==> src/rtl/i2c_pkg.sv <==
// -----------------------------------------------------------------------------
// i2c_pkg
// Shared definitions for the I2C slave and the report controller.
//   state_t      : slave FSM state codes, as reported on i2c_state
//   DEFAULT_ADDR : default 7-bit slave address
// -----------------------------------------------------------------------------
package i2c_pkg;

  typedef enum logic [2:0] {
    IDLE       = 3'd0,
    ADDR_SHIFT = 3'd1,
    ACK_ADDR   = 3'd2,
    TX_BYTE    = 3'd3,
    MACK       = 3'd4,
    NEXT_BYTE  = 3'd5
  } state_t;

  localparam logic [6:0] DEFAULT_ADDR = 7'h64;

endpackage

==> src/rtl/i2c_report_ctrl_if.sv <==
// -----------------------------------------------------------------------------
// i2c_report_ctrl_if
// Bundles the requester side (req/gnt/data) and the I2C slave side
// (i2c_state in, snapshot bytes/irq/frame_cnt/stale out) of the report
// controller.
//   modport slave  : the report controller
//   modport master : requesters + I2C slave (or a testbench standing in for them)
// -----------------------------------------------------------------------------
interface i2c_report_ctrl_if;

  i2c_pkg::state_t i2c_state;
  logic [2:0]      req;
  logic [2:0]      gnt;
  logic [7:0]      cur_x;
  logic [7:0]      cur_y;
  logic [7:0]      status_in;
  logic [7:0]      brush_in;
  logic [7:0]      x_pos;
  logic [7:0]      y_pos;
  logic [7:0]      status;
  logic [7:0]      brush_status;
  logic            irq;
  logic [7:0]      frame_cnt;
  logic            stale;

  modport slave (
    input  i2c_state, req, cur_x, cur_y, status_in, brush_in,
    output gnt, x_pos, y_pos, status, brush_status, irq, frame_cnt, stale
  );

  modport master (
    output i2c_state, req, cur_x, cur_y, status_in, brush_in,
    input  gnt, x_pos, y_pos, status, brush_status, irq, frame_cnt, stale
  );

endinterface

==> src/rtl/rr_arbiter3.sv <==
// -----------------------------------------------------------------------------
// rr_arbiter3
// Three-way round-robin arbiter. Grant is combinational and one-hot; the
// search starts at the pointer and wraps modulo 3. After a grant to k the
// pointer moves to (k+1) mod 3.
//   clk, rst_n : clock, async active-low reset
//   i_req[2:0] : request vector
//   o_gnt[2:0] : one-hot grant, 0 when i_req == 0
// -----------------------------------------------------------------------------
module rr_arbiter3 (
  input  logic       clk,
  input  logic       rst_n,
  input  logic [2:0] i_req,
  output logic [2:0] o_gnt
);

  logic [1:0] r_ptr;

  always_comb begin
    o_gnt = 3'b000;
    case (r_ptr)
      2'd1: begin
        if      (i_req[1]) o_gnt = 3'b010;
        else if (i_req[2]) o_gnt = 3'b100;
        else if (i_req[0]) o_gnt = 3'b001;
      end
      2'd2: begin
        if      (i_req[2]) o_gnt = 3'b100;
        else if (i_req[0]) o_gnt = 3'b001;
        else if (i_req[1]) o_gnt = 3'b010;
      end
      default: begin
        if      (i_req[0]) o_gnt = 3'b001;
        else if (i_req[1]) o_gnt = 3'b010;
        else if (i_req[2]) o_gnt = 3'b100;
      end
    endcase
  end

  always_ff @(posedge clk or negedge rst_n) begin
    if (!rst_n)        r_ptr <= 2'd0;
    else if (o_gnt[0]) r_ptr <= 2'd1;
    else if (o_gnt[1]) r_ptr <= 2'd2;
    else if (o_gnt[2]) r_ptr <= 2'd0;
  end

endmodule

==> src/rtl/i2c_report_ctrl.sv <==
// -----------------------------------------------------------------------------
// i2c_report_ctrl
// Owns the 4-byte I2C read report. Three requesters share one write port into
// a live bank via a round-robin arbiter; a snapshot bank copies the live bank
// one cycle later except while the slave is mid-transaction (frozen so the
// master reads a coherent report). A freeze held too long is abandoned and
// flagged as stale. irq tells the host new data is waiting; frame_cnt counts
// completed reads.
//   clk, rst_n : clock, async active-low reset
//   bus        : slave modport of i2c_report_ctrl_if
//                in : i2c_state, req[2:0], cur_x, cur_y, status_in, brush_in
//                out: gnt[2:0], x_pos, y_pos, status, brush_status, irq,
//                     frame_cnt, stale
// -----------------------------------------------------------------------------
module i2c_report_ctrl
  import i2c_pkg::*;
#(
  parameter logic [15:0] FREEZE_TIMEOUT = 16'd50000,
  parameter logic [2:0]  REPORT_BYTES   = 3'd4
) (
  input logic              clk,
  input logic              rst_n,
  i2c_report_ctrl_if.slave bus
);

  logic [2:0]  w_gnt;
  logic        w_wr;
  logic        w_busy;
  logic        w_fall;
  logic        w_timed_out;
  logic        w_byte_edge;
  logic        w_complete;

  logic [7:0]  r_live_x, r_live_y, r_live_st, r_live_br;
  logic [7:0]  r_snap_x, r_snap_y, r_snap_st, r_snap_br;
  logic        r_busy_d;
  state_t      r_state_d;
  logic [2:0]  r_byte_cnt;
  logic [15:0] r_to_cnt;
  logic        r_dirty;
  logic        r_pending;
  logic [7:0]  r_frame_cnt;

  rr_arbiter3 u_arb (
    .clk   (clk),
    .rst_n (rst_n),
    .i_req (bus.req),
    .o_gnt (w_gnt)
  );

  assign w_wr        = |w_gnt;
  assign w_busy      = (bus.i2c_state != IDLE);
  assign w_fall      = r_busy_d && !w_busy;
  assign w_timed_out = (r_to_cnt == FREEZE_TIMEOUT);
  assign w_byte_edge = (r_state_d == TX_BYTE) && (bus.i2c_state == MACK);
  // A timed-out transaction never counts, even if all bytes went out: the
  // master may have read a torn report.
  assign w_complete  = w_fall && (r_byte_cnt >= REPORT_BYTES) && !w_timed_out;

  // Live bank: written by whichever requester holds the grant.
  always_ff @(posedge clk or negedge rst_n) begin
    if (!rst_n) begin
      r_live_x  <= 8'h00;
      r_live_y  <= 8'h00;
      r_live_st <= 8'h00;
      r_live_br <= 8'h00;
    end else begin
      if (w_gnt[0]) begin
        r_live_x <= bus.cur_x;
        r_live_y <= bus.cur_y;
      end
      if (w_gnt[1]) r_live_st <= bus.status_in;
      if (w_gnt[2]) r_live_br <= bus.brush_in;
    end
  end

  // Snapshot bank: one cycle behind live, frozen while busy unless the
  // freeze has timed out. Because busy is sampled from the slave's current
  // state, a write landing on the edge busy rises is left out.
  always_ff @(posedge clk or negedge rst_n) begin
    if (!rst_n) begin
      r_snap_x  <= 8'h00;
      r_snap_y  <= 8'h00;
      r_snap_st <= 8'h00;
      r_snap_br <= 8'h00;
    end else if (!w_busy || w_timed_out) begin
      r_snap_x  <= r_live_x;
      r_snap_y  <= r_live_y;
      r_snap_st <= r_live_st;
      r_snap_br <= r_live_br;
    end
  end

  // Transaction tracking: busy edge, byte count, freeze timeout.
  always_ff @(posedge clk or negedge rst_n) begin
    if (!rst_n) begin
      r_busy_d   <= 1'b0;
      r_state_d  <= IDLE;
      r_byte_cnt <= 3'd0;
      r_to_cnt   <= 16'd0;
    end else begin
      r_busy_d  <= w_busy;
      r_state_d <= bus.i2c_state;
      if (w_fall)
        r_byte_cnt <= 3'd0;
      else if (w_byte_edge && r_byte_cnt != 3'd7)
        r_byte_cnt <= r_byte_cnt + 3'd1;
      if (!w_busy)
        r_to_cnt <= 16'd0;
      else if (!w_timed_out)
        r_to_cnt <= r_to_cnt + 16'd1;
    end
  end

  // Data-ready bookkeeping. pending remembers writes the master could not
  // see because the snapshot was frozen; they keep irq up after the read.
  always_ff @(posedge clk or negedge rst_n) begin
    if (!rst_n) begin
      r_dirty     <= 1'b0;
      r_pending   <= 1'b0;
      r_frame_cnt <= 8'd0;
    end else if (w_fall) begin
      r_pending <= 1'b0;
      if (w_complete) begin
        r_frame_cnt <= r_frame_cnt + 8'd1;
        r_dirty     <= r_pending || w_wr;
      end else begin
        r_dirty     <= r_dirty || r_pending || w_wr;
      end
    end else if (w_wr) begin
      r_dirty <= 1'b1;
      if (w_busy) r_pending <= 1'b1;
    end
  end

  assign bus.gnt          = w_gnt;
  assign bus.x_pos        = r_snap_x;
  assign bus.y_pos        = r_snap_y;
  assign bus.status       = r_snap_st;
  assign bus.brush_status = r_snap_br;
  assign bus.irq          = r_dirty;
  assign bus.frame_cnt    = r_frame_cnt;
  assign bus.stale        = w_timed_out;

endmodule

==> src/flat_wrapper.sv <==
// flat-port wrapper written by rule: the top's interface ports become plain ports
module i2c_report_ctrl_flat import i2c_pkg::*;
#(
  parameter logic [15:0] FREEZE_TIMEOUT = 16'd50000,
  parameter logic [2:0]  REPORT_BYTES   = 3'd4
)
  (clk, rst_n, bus_i2c_state, bus_req, bus_cur_x, bus_cur_y, bus_status_in, bus_brush_in, bus_gnt, bus_x_pos, bus_y_pos, bus_status, bus_brush_status, bus_irq, bus_frame_cnt, bus_stale);
  i2c_report_ctrl_if bus_i ();
  input logic clk;
  input logic rst_n;
  input wire logic [$bits(bus_i.i2c_state)-1:0] bus_i2c_state;
  input wire logic [$bits(bus_i.req)-1:0] bus_req;
  input wire logic [$bits(bus_i.cur_x)-1:0] bus_cur_x;
  input wire logic [$bits(bus_i.cur_y)-1:0] bus_cur_y;
  input wire logic [$bits(bus_i.status_in)-1:0] bus_status_in;
  input wire logic [$bits(bus_i.brush_in)-1:0] bus_brush_in;
  output wire logic [$bits(bus_i.gnt)-1:0] bus_gnt;
  output wire logic [$bits(bus_i.x_pos)-1:0] bus_x_pos;
  output wire logic [$bits(bus_i.y_pos)-1:0] bus_y_pos;
  output wire logic [$bits(bus_i.status)-1:0] bus_status;
  output wire logic [$bits(bus_i.brush_status)-1:0] bus_brush_status;
  output wire logic [$bits(bus_i.irq)-1:0] bus_irq;
  output wire logic [$bits(bus_i.frame_cnt)-1:0] bus_frame_cnt;
  output wire logic [$bits(bus_i.stale)-1:0] bus_stale;
  assign bus_i.i2c_state = bus_i2c_state;
  assign bus_i.req = bus_req;
  assign bus_i.cur_x = bus_cur_x;
  assign bus_i.cur_y = bus_cur_y;
  assign bus_i.status_in = bus_status_in;
  assign bus_i.brush_in = bus_brush_in;
  assign bus_gnt = bus_i.gnt;
  assign bus_x_pos = bus_i.x_pos;
  assign bus_y_pos = bus_i.y_pos;
  assign bus_status = bus_i.status;
  assign bus_brush_status = bus_i.brush_status;
  assign bus_irq = bus_i.irq;
  assign bus_frame_cnt = bus_i.frame_cnt;
  assign bus_stale = bus_i.stale;
  i2c_report_ctrl #(.FREEZE_TIMEOUT(FREEZE_TIMEOUT), .REPORT_BYTES(REPORT_BYTES)) u_core (.clk(clk), .rst_n(rst_n), .bus(bus_i));
endmodule
==> config.mk <==
export PLATFORM = sky130hd
export DESIGN_NAME = i2c_report_ctrl_flat
export DESIGN_NICKNAME = d
export VERILOG_FILES = /design/src/rtl/i2c_pkg.sv /design/src/rtl/i2c_report_ctrl_if.sv /design/src/rtl/rr_arbiter3.sv /design/src/rtl/i2c_report_ctrl.sv /design/src/flat_wrapper.sv
export SDC_FILE = /design/constraint.sdc
export NUM_CORES = 1
export LEC_CHECK = 0
export CORE_MARGIN = 5
export CORE_UTILIZATION = 35
export CTS_CLUSTER_DIAMETER = 150
export CTS_CLUSTER_SIZE = 12
export DETAILED_ROUTE_END_ITERATION = 12
export PLACE_DENSITY = 0.63
export SETUP_SLACK_MARGIN = 0.15
export SLEW_MARGIN = 20
export SYNTH_ARGS = -nofsm -noshare
export SYNTH_HDL_FRONTEND = slang
export SYNTH_HIERARCHICAL = 1
export SYNTH_SLANG_ARGS = --single-unit
==> constraint.sdc <==
create_clock -name clk -period 2.95 [get_ports clk]
set_input_delay 0.885 -clock clk [delete_from_list [all_inputs] [get_ports clk]]
set_output_delay 0.885 -clock clk [all_outputs]
set_load 0.005 [all_outputs]
# Yosys cells after proc, flatten, opt, wreduce, memory -nomap -nowiden
# Index checks and enable logic that the tools add are counted.
[totals]
word_cells = 69
regBits = 99
out_inout_bits = 45
[classes]
n_lt_le_gt_ge = 1
n_addsub = 3
eq_ne = 7
muxes = 23
reduce_logical = 19
[ops]
columns = ["operator", "count"]
rows = [
  ["$mux 16", 2],
  ["$mux 3", 8],
  ["$add 16x1->16 const B", 1],
  ["$eq 16x16->1 const B", 1],
  ["$mux 2", 5],
  ["$add 8x1->8 const B", 1],
  ["$mux 1", 7],
  ["$pmux 3 s2", 1],
  ["$reduce_bool 2->1", 3],
  ["$reduce_bool 3->1", 2],
  ["$logic_and 1x1->1", 5],
  ["$logic_or 1x1->1", 4],
  ["$reduce_and 2->1", 2],
  ["$add 3x1->3 const B", 1],
  ["$eq 3x2->1 const B", 1],
  ["$eq 3x3->1 const B", 1],
  ["$ge 3x3->1 const B", 1],
  ["$ne 3x3->1 const B", 1],
  ["$reduce_or 3->1", 1],
  ["$eq 2x1->1 const B", 1],
  ["$eq 2x2->1 const B", 1],
  ["$logic_not 1->1", 2],
  ["$ne 2x2->1 const B", 1],
]

# Logic depth before layout (Yosys ltp)
# Gate-level depths: netlist of the first run.
[depth]
ltp_word = 8
ltp_mapped = 10

# Modules after synthesis
# Netlist of the first run, hierarchy kept.
[by_module_without_submodules]
columns = ["mod", "cells_each", "area_per_inst_um2", "instances"]
rows = [
  ["i2c_report_ctrl", 287, 4159.0, 1],
  ["rr_arbiter3", 25, 216.5, 1],
]

# Worst setup path after synthesis of the first run
# Ideal clock, no wire load.
[synth_timing]
path_type = "input-to-reg"
start = "input port bus_req[1]"
end = "register u_core.r_live_x[0]"
path_slack_ps = 488
t_required_ps = 2825
t_arrival_ps = 2337
path_buffers = 2
setup_ps = 125
stages = 5
cell_sequence = "nand2b_1 -> a221oi_4 -> clkbuf_1 -> clkbuf_1 -> mux2_2"
[synth_via]
elab_chain_len = 3
elab_cells_between_ends = 4
classes_between = "mux: 4"
[synth_lines]
columns = ["element", "line_no", "source"]
rows = [
  ["from (decl)", "flat_wrapper.sv:12", "input wire logic [$bits(bus_i.req)-1:0] bus_req;"],
  ["$mux 3", "rr_arbiter3.sv:34", "else if (i_req[1]) o_gnt = 3'b010;"],
  ["$mux 3", "rr_arbiter3.sv:33", "if (i_req[0]) o_gnt = 3'b001;"],
  ["$pmux 3 s2 (*)", "rr_arbiter3.sv:21", "case (r_ptr)"],
  ["via bus_gnt[0]", "flat_wrapper.sv:17", "output wire logic [$bits(bus_i.gnt)-1:0] bus_gnt;"],
  ["to (signal assigned)", "i2c_report_ctrl.sv:69", "r_live_x <= bus.cur_x;"],
  ["to (decl)", "i2c_report_ctrl.sv:34", "logic [7:0] r_live_x, r_live_y, r_live_st, r_live_br;"],
]
# The timed path passes the listed nets; every way through them passes the cells marked *.
# A chain may end at the register's enable or synchronous reset.

# Worst setup path in the final report of the first run
[layout_timing]
start = "register u_core.u_arb.r_ptr[0]"
end = "output port bus_gnt[1]"
[layout_via]
elab_chain_len = 2
elab_cells_between_ends = 3
classes_between = "eq/ne: 2; mux: 1"
[layout_lines]
columns = ["element", "line_no", "source"]
rows = [
  ["from (decl)", "rr_arbiter3.sv:17", "logic [1:0] r_ptr;"],
  ["from (signal assigned)", "rr_arbiter3.sv:41", "if (!rst_n) r_ptr <= 2'd0;"],
  ["from (signal assigned)", "rr_arbiter3.sv:42", "else if (o_gnt[0]) r_ptr <= 2'd1;"],
  ["from (signal assigned)", "rr_arbiter3.sv:43", "else if (o_gnt[1]) r_ptr <= 2'd2;"],
  ["$eq 2x2->1 or $eq 2x1->1 (tied branches)", "rr_arbiter3.sv:21", ""],
  ["$pmux 3 s2 (*)", "rr_arbiter3.sv:21", ""],
  ["to (decl)", "flat_wrapper.sv:17", ""],
]
# Mark *: on every way between the ends. The rest lies on a longest branch, timed or not.

==> flow_metrics.py, run 1 <==
metrics = {
    "timing": {
        "period_share_pct": 90.5,
        "clock_skew_ps": 7.95,
        "slew_headroom_pct": 54.6,
        "max_freq_mhz": 374,
        "setup_ws_ps": 279,
        "finalHoldViolCount": 0,
        "grt_setup_unrepaired": "false",
        "post-route-min-period_ps": 2670,
        "worstMarginPinSlew_ps": 681,
        "final_max_slew_viol_count": 0,
        "setup_tns_ps": 0,
        "setup_violations": 0,
    },
    "cts": {
        "root_buffer": "clkbuf_16",
        "cts.sinks": 99,
        "clk_pin_slew_worst_paths_ps": 70,
        "htree_levels": 3,
        "worst_skew_pair.late_latency_ps": 350,
        "clockBufferDepth": 2,
        "cts_buffers": 9,
        "cts_tree": "done",
        "cts_hold_buf": 0,
    },
    "floorplanning": {
        "die_area_um2": 14800,
        "die_x_um": 122,
        "die_y_um": 122,
        "io_pins": 85,
        "start_util_pct": 36.1,
        "core-area_um2": 12100,
        "row_count": 40,
    },
    "synthesis": {
        "yosysSeqAreaShare_pct": 56.6,
        "ys_ff_latch": 99,
        "ys_warn_count": 6,
        "avgSynthCellArea_um2": 14.0,
        "ys_types": 41,
        "synth_top_area_cell": "dfrtp_1",
        "synth_area_leaders": "dfrtp_1 57%, mux2_4 10%, mux2_2 9.0%, xnor2_1 3.2%, ha_1 2.0%",
        "syn_inst": 312,
        "synth_top_cell_area_share_pct": 56.6,
        "syn-num-nets": 359,
        "netlist_area_um2": 4380,
    },
    "layout": {
        "layout_commonest_cell": "dfrtp_1",
        "num-fill-cells": 1138,
        "area_delta_synth_final_pct": 32.5,
        "final_nets": 456,
        "multiInputGateArea_um2": 1800,
        "seqCellArea_um2": 2480,
        "drive_gt1_share_pct": 27.5,
        "insertedDiodeCount": 0,
        "mostFrequentLayoutCells": "99 x dfrtp_1, 76 x clkdlybuf4s50_1, 35 x mux2_2, 30 x mux2_4, 18 x nor2_1",
    },
    "critical_path": {
        "arrival_ps": 1790,
        "endpoint_kind": "output port",
        "path_cells": "inv_1 > ha_2 > inv_2 > a21oi_4 > o21ai_2 > inv_1 > dlygate4sd2_1",
        "crit_path_max_fanout": 6,
        "worst_ep_required_time_ps": 2070,
        "max_stage_delay_ps": 380,
        "worstSetupPathType": "flop to output port",
        "path_delay_family": "buffers and inverters",
        "crit_top_cell": "inv_1",
        "crit_slowest_cell": "dfrtp_1",
        "path_buf_inv": 4,
        "critical_path.startpoint_type": "flop",
    },
    "grt": {
        "grt_max_degree": 52,
        "met3_usage_pct": 4.13,
        "overflow": 0,
        "antenna_found_initial": 0,
        "met1_usage_pct": 16.9,
        "grt_pass1_vias": 2892,
        "grt.busiest_layer": "met2",
        "grt_pass1_wl_mm": 15.4,
        "grt_use_met2_pct": 21.6,
        "grt_usage_pct": 13.3,
    },
    "power_and_ir_drop": {
        "p_per_area_nw_per_um2": 902,
        "power_leakage_nw": 2.61,
        "peakVddDrop_mv": 0.386,
    },
    "routing": {
        "vias": 2765,
        "wirelength_mm": 9.40,
        "ant_nets": 0,
        "dr.pass1.iters": 4,
        "wl_per_cell_um": 16.1,
        "drc_errors": 0,
        "vias_per_cell": 4.75,
        "drt_iter0_drc": 159,
    },
    "placed_design": {
        "pre_cts_slack_ps": -290,
        "dp_hpwl_mm": 6.26,
        "io_buffer_count": 84,
        "routabilityCongestion": 0.810,
    },
    "flow_run": {
        "max-cap-violations": 0,
    },
    "status": {
        "status": "completed",
    },
    "hold_path": {
        "holdCritPathClass": "flop to flop",
    },
}
==> what timing repair did <==
| item | in CTS | in global routing |
|---|---|---|
| pin swaps | 4 | 2 |
| resized for setup | 19 | 6 |
| endpoints found under the setup margin | 4 | 3 |
| buffers inserted | 1 | 0 |
==> registers in the layout (all words and copies together) (netlist names), 2 cells and up <==
signal	flops
u_core/bus.y_pos	8
u_core/bus.status	8
u_core/r_byte_cnt	3
u_core/bus.x_pos	8
u_core/r_live_x	8
u_core/r_to_cnt	16
u_core/bus.brush_status	8
u_core/bus.frame_cnt	8
u_core/r_live_st	8
u_core/r_live_y	8
u_core/u_arb/r_ptr	2
u_core/r_live_br	8
u_core/r_state_d	3
==> path summary, 6_finish.rpt <==
check                      slack [ps]                     from                       to  depth (start not counted)
min in group asynchronous         570                    rst_n      u_core/r_to_cnt[11]                          1
setup reg to reg                  830    u_core/u_arb/r_ptr[0]           u_core/bus.irq                         10
hold / removal                    480  u_core/bus.frame_cnt[7]  u_core/bus.frame_cnt[7]                          1
hold reg to reg                   480  u_core/bus.frame_cnt[7]  u_core/bus.frame_cnt[7]                          1
max in group asynchronous        1650                    rst_n      u_core/bus.x_pos[1]                          2
setup / recovery                  280    u_core/u_arb/r_ptr[0]               bus_gnt[1]                          7
==> cell type report <==
type / count / share of cell area [%]
clock buffer: 15 / 4.79
clock inverter: 1 / 0.518
inverter: 11 / 0.712
multi-input combinational: 190 / 31.1
sequential: 99 / 42.7
tap: 168 / 3.63
timing repair buffer: 98 / 16.6
==> metrics by stage <==
stage | util [%] | cells | cell area, um2 | total power, W | hold WS, ps
floorplan | - | 312 | 4380 | 0.00316 | 461
global placement | 44.9 | 565 | 5440 | 0.00394 | 468
detailed placement | 44.9 | 565 | 5440 | 0.00401 | 472
CTS | 47.7 | 582 | 5770 | 0.00529 | 487
global route | 47.9 | 582 | 5800 | 0.00554 | 517
finish | 47.9 | 582 | 5800 | 0.00523 | 482
==> synthesized netlist by cell type <==
library cell  number
nand2b_1           3
nand4_4            1
and2_0             1
a21oi_1            8
o21bai_2           1
o221ai_1           1
buf_12             3
nand3_1           10
mux2_2            35
nor4_4             1
nor3_1             5
nor4b_1            1
ha_1               7
and3_1             4
clkbuf_2           1
and4b_1            1
nor3_2             1
clkbuf_1           5
nor4b_4            1
dfrtp_1           99
buf_2              1
nor4_1             6
nand4_1            7
and2_4             1
nor2b_2            1
or3_1              4
nor2b_1            1
mux2_4            30
inv_1             11
and4_1             3
xor2_1             4
o21ai_0            5
mux2i_1            3
nor2_1            18
nor4b_2            1
o22ai_1            1
a211o_1            1
nand2_1            6
a221oi_4           1
xnor2_1           16
buf_6              2
==> where the power goes <==
part / leakage (nW) / switching, W / internal, W / total [W]
combinational: 1.24 / 0.000637 / 0.00120 / 0.00184
clock: 0.150 / 0.000487 / 0.000728 / 0.00122
sequential: 1.22 / 0.000306 / 0.00187 / 0.00217
==> logic make-up after synthesis <==
kind of cell	after synthesis	share of synthesized area [%]
AO/OA/AOI/OAI	18	2.89
XOR/XNOR	20	4.00
adder cells (fa/ha/maj)	7	2.00
buffers and inverters	23	3.49
flip-flops	99	56.6
multiplexers	68	20.0
AND/OR/NAND/NOR	77	11.0
==> per-layer routing <==
| layer | share of wire [%] | vias up |
|---|---|---|
| met4 | 1.6 | 0 |
| met1 | 45 | 1406 |
| li1 | - | 1289 |
| met5 | 0 | - |
| met3 | 4.8 | 11 |
| met2 | 49 | 59 |
(Power assumes the default switching activity.)
==> run 2, diff against run 1 <==
--- a/config.mk
+++ b/config.mk
@@ -5,6 +5,7 @@
 export SDC_FILE = /design/constraint.sdc
 export NUM_CORES = 1
 export LEC_CHECK = 0
+export ABC_CLOCK_PERIOD_IN_PS = 2950
 export CORE_MARGIN = 5
 export CORE_UTILIZATION = 35
 export CTS_CLUSTER_DIAMETER = 150
==> results of run 2 <==
Same layout as run 1: the final DEF is identical, and so are final timing and power.
==> run 3, diff against run 2 <==
--- a/config.mk
+++ b/config.mk
@@ -5,13 +5,15 @@
 export SDC_FILE = /design/constraint.sdc
 export NUM_CORES = 1
 export LEC_CHECK = 0
+export ABC_AREA = 1
 export ABC_CLOCK_PERIOD_IN_PS = 2950
 export CORE_MARGIN = 5
 export CORE_UTILIZATION = 35
 export CTS_CLUSTER_DIAMETER = 150
 export CTS_CLUSTER_SIZE = 12
 export DETAILED_ROUTE_END_ITERATION = 12
-export PLACE_DENSITY = 0.63
+export GPL_ROUTABILITY_DRIVEN = 0
+export PLACE_DENSITY = 0.62
 export SETUP_SLACK_MARGIN = 0.15
 export SLEW_MARGIN = 20
 export SYNTH_ARGS = -nofsm -noshare
==> run 3 against run 2 <==
Core utilization fell by 1.4 points. First-iteration DRC count rose by 23%. Hold slack got worse by 13 ps. Combinational power fell by 22%. Largest power group unchanged. Count of clock-buffer cells in the layout fell by 3.
==> flow_metrics.py, run 3 <==
metrics = {
    "power_and_ir_drop": {
        "p_comb_share_pct": 31.3,
        "peakVddDrop_mv": 0.474,
        "power_leakage_nw": 2.97,
        "p_sw_w": 0.00151,
        "seqPwrFrac_pct": 44.8,
        "p_per_area_nw_per_um2": 785,
        "p_sw_share_pct": 32.6,
        "clkPwrFrac_pct": 24.0,
        "intPower_w": 0.00311,
    },
    "synthesis": {
        "synth_edf_count": 0,
        "ys_warn_count": 6,
        "avgSynthCellArea_um2": 8.10,
        "yosysSeqAreaShare_pct": 54.7,
        "yosysMostFrequentCell": "nand2_1",
        "ys_types": 28,
        "syn-num-nets": 606,
        "synth_top_area_cell": "dfrtp_1",
        "synth_commonest_cells": "246 x nand2_1, 99 x dfrtp_1, 61 x nand3_1",
        "ys_ff_latch": 99,
        "netlist_area_um2": 4530,
        "synth_area_leaders": "dfrtp_1 55%, nand2_1 20%, nand3_1 6.7%, nor2_1 2.9%, inv_1 2.7%",
        "ys.flop_type": "dfrtp_1",
        "async_flop_share_pct": 100,
        "syn_inst": 559,
        "synth_top_cell_area_share_pct": 54.7,
    },
    "layout": {
        "largest_reg_flops": 16,
        "top_register": "u_core/r_to_cnt",
        "multiInputGateArea_um2": 1790,
        "design_area_um2": 5890,
        "drive_gt1_share_pct": 8.07,
        "utilization_pct": 46.5,
        "mostFrequentLayoutCells": "245 x nand2_1, 99 x dfrtp_1, 77 x clkdlybuf4s50_1, 61 x nand3_1, 35 x nor2_1",
        "num-fill-cells": 1245,
        "final_nets": 699,
        "layout_commonest_cell": "nand2_1",
        "area_delta_synth_final_pct": 30.1,
        "seqCellArea_um2": 2480,
        "insertedDiodeCount": 0,
    },
    "floorplanning": {
        "die_x_um": 124,
        "die_y_um": 124,
        "row_count": 41,
        "core-area_um2": 12700,
        "io_pins": 85,
        "die_area_um2": 15300,
        "start_util_pct": 35.7,
    },
    "routing": {
        "vias": 3898,
        "wirelength_mm": 10.8,
        "ant_nets": 0,
        "dr.pass1.iters": 4,
        "wl_per_cell_um": 13.0,
        "vias_per_cell": 4.70,
        "drc_errors": 0,
        "drt_iter0_drc": 195,
    },
    "cts": {
        "worst_skew_pair.late_latency_ps": 350,
        "clk_pin_slew_worst_paths_ps": 70,
        "htree_levels": 3,
        "clockBufferDepth": 2,
        "cts_tree": "done",
        "cts.sinks": 99,
        "root_buffer": "clkbuf_16",
        "cts_buffers": 9,
        "cts_hold_buf": 0,
    },
    "critical_path": {
        "reg2reg_depth": 8,
        "path_depth": 7,
        "arrival_ps": 1890,
        "worstSetupPathType": "primary input to output port",
        "crit_slowest_cell": "clkdlybuf4s50_1",
        "critical_path.startpoint_type": "primary input",
        "max_stage_delay_ps": 410,
        "endpoint_kind": "output port",
        "crit_path_max_fanout": 4,
        "worst_ep_required_time_ps": 2070,
        "path_delay_family": "buffers and inverters",
        "path_buf_inv": 4,
        "path_cells": "clkdlybuf4s50_1 > inv_2 > nand3_1 > nand2_1 > nand2_2 > inv_1 > clkdlybuf4s15_1",
    },
    "timing": {
        "worstMarginPinSlew_ps": 653,
        "slew_headroom_pct": 56.5,
        "setup_violations": 0,
        "setup_ws_ps": 172,
        "period_share_pct": 94.2,
        "max_freq_mhz": 360,
        "holdWs_ps": 469,
        "final_max_slew_viol_count": 0,
        "post-route-min-period_ps": 2780,
        "grt_setup_unrepaired": "true",
        "finalHoldViolCount": 0,
        "clock_skew_ps": 11.3,
    },
    "grt": {
        "overflow": 0,
        "antenna_found_initial": 0,
        "grt_pass1_vias": 3780,
        "grt_pass1_wl_mm": 18.3,
        "grt_usage_pct": 15.2,
        "grt_max_degree": 52,
    },
    "hold_path": {
        "hold_depth": 2,
        "holdCritPathClass": "flop to flop",
    },
    "placed_design": {
        "dpl_cell_area_um2": 5600,
        "pre_cts_slack_ps": -193,
        "io_buffer_count": 84,
        "dp_hpwl_mm": 7.75,
    },
    "status": {
        "status": "completed",
    },
    "flow_run": {
        "max-cap-violations": 0,
    },
}
run 3: cell count changes in the layout (fill, tap and decap cells not counted), moves of 7 or more:
| cell | previous run | this run |
|---|---|---|
| nand2_2 | 0 | 7 |
| nand2_1 | 6 | 245 |
| nand3_1 | 10 | 61 |
| inv_1 | 10 | 32 |
| xnor2_1 | 16 | 1 |
| nor2_1 | 18 | 35 |
| mux2_4 | 30 | 0 |
| mux2_2 | 35 | 0 |
run 3: power by group through the flow:
| stage | Sequential (W) | Clock [W] | Combinational (W) |
|---|---|---|---|
| floorplan | 0.00203 | 0 | 0.000781 |
| global placement | 0.00208 | 0 | 0.00144 |
| detailed placement | 0.00208 | 0 | 0.00147 |
| CTS | 0.00206 | 0.00115 | 0.00147 |
| global route | 0.00212 | 0.00121 | 0.00165 |
| finish | 0.00207 | 0.00111 | 0.00144 |
run 3: repair_timing:
| action | 4_1_cts | 5_1_grt |
|---|---|---|
| endpoints found under the setup margin | 4 | 3 |
| setup buffers | 1 | 0 |
| resized for setup | 9 | 4 |
| pin swaps | 1 | 0 |
run 3: metrics by stage:
step	TNS (ps)	cells	power, W
final	0	829	0.00462
after global routing	0	829	0.00498
after CTS	0	829	0.00469
after detailed placement	-529	812	0.00356
after global placement	-444	812	0.00352
after floorplan	0	559	0.00281
run 3: per-layer routing:
layer  vias up  GRT usage [%]  wire [um]
met5         -              0          0
met3        11           5.54        652
li1       1932              -          -
met1      1851           19.2       4820
met2       104           24.8       5230
met4         0           3.67        102
run 3: worst min-delay path, cell delays in order (launching register included):
cell and delay (ps):
dfrtp_1 340, nand2_1 50, nand2_1 40
run 3: final timing paths:
| check | start | endpoint | slack, ps |
|---|---|---|---|
| max | bus_req[0] | bus_gnt[2] | 170 |
| max reg2reg | u_core/r_to_cnt[0] | u_core/bus.x_pos[6] | 1010 |
| min reg2reg | u_core/r_live_st[5] | u_core/bus.status[5] | 470 |
| min in group asynchronous | rst_n | u_core/r_to_cnt[14] | 570 |
| max in group asynchronous | rst_n | u_core/r_live_st[7] | 1700 |
| min | u_core/r_live_st[5] | u_core/bus.status[5] | 470 |
run 3: kinds of logic (layout without fill, tap and decap cells):
kind of cell / count (synthesis) / after routing / synth area share (%)
AND/OR/NAND/NOR: 368 / 368 / 34.1
flip-flops: 99 / 99 / 54.7
buffers and inverters: 60 / 158 / 5.83
AO/OA/AOI/OAI: 20 / 20 / 2.46
adder cells (fa/ha/maj): 7 / 7 / 1.94
XOR/XNOR: 5 / 5 / 0.968
run 3: cell type report:
class | instances | area share, %
Tap cell | 172 | 3.66
Inverter | 42 | 2.68
Timing Repair Buffer | 100 | 16.4
Clock buffer | 12 | 4.19
Sequential cell | 99 | 42.1
Multi-Input combinational cell | 400 | 30.5
Clock inverter | 4 | 0.531
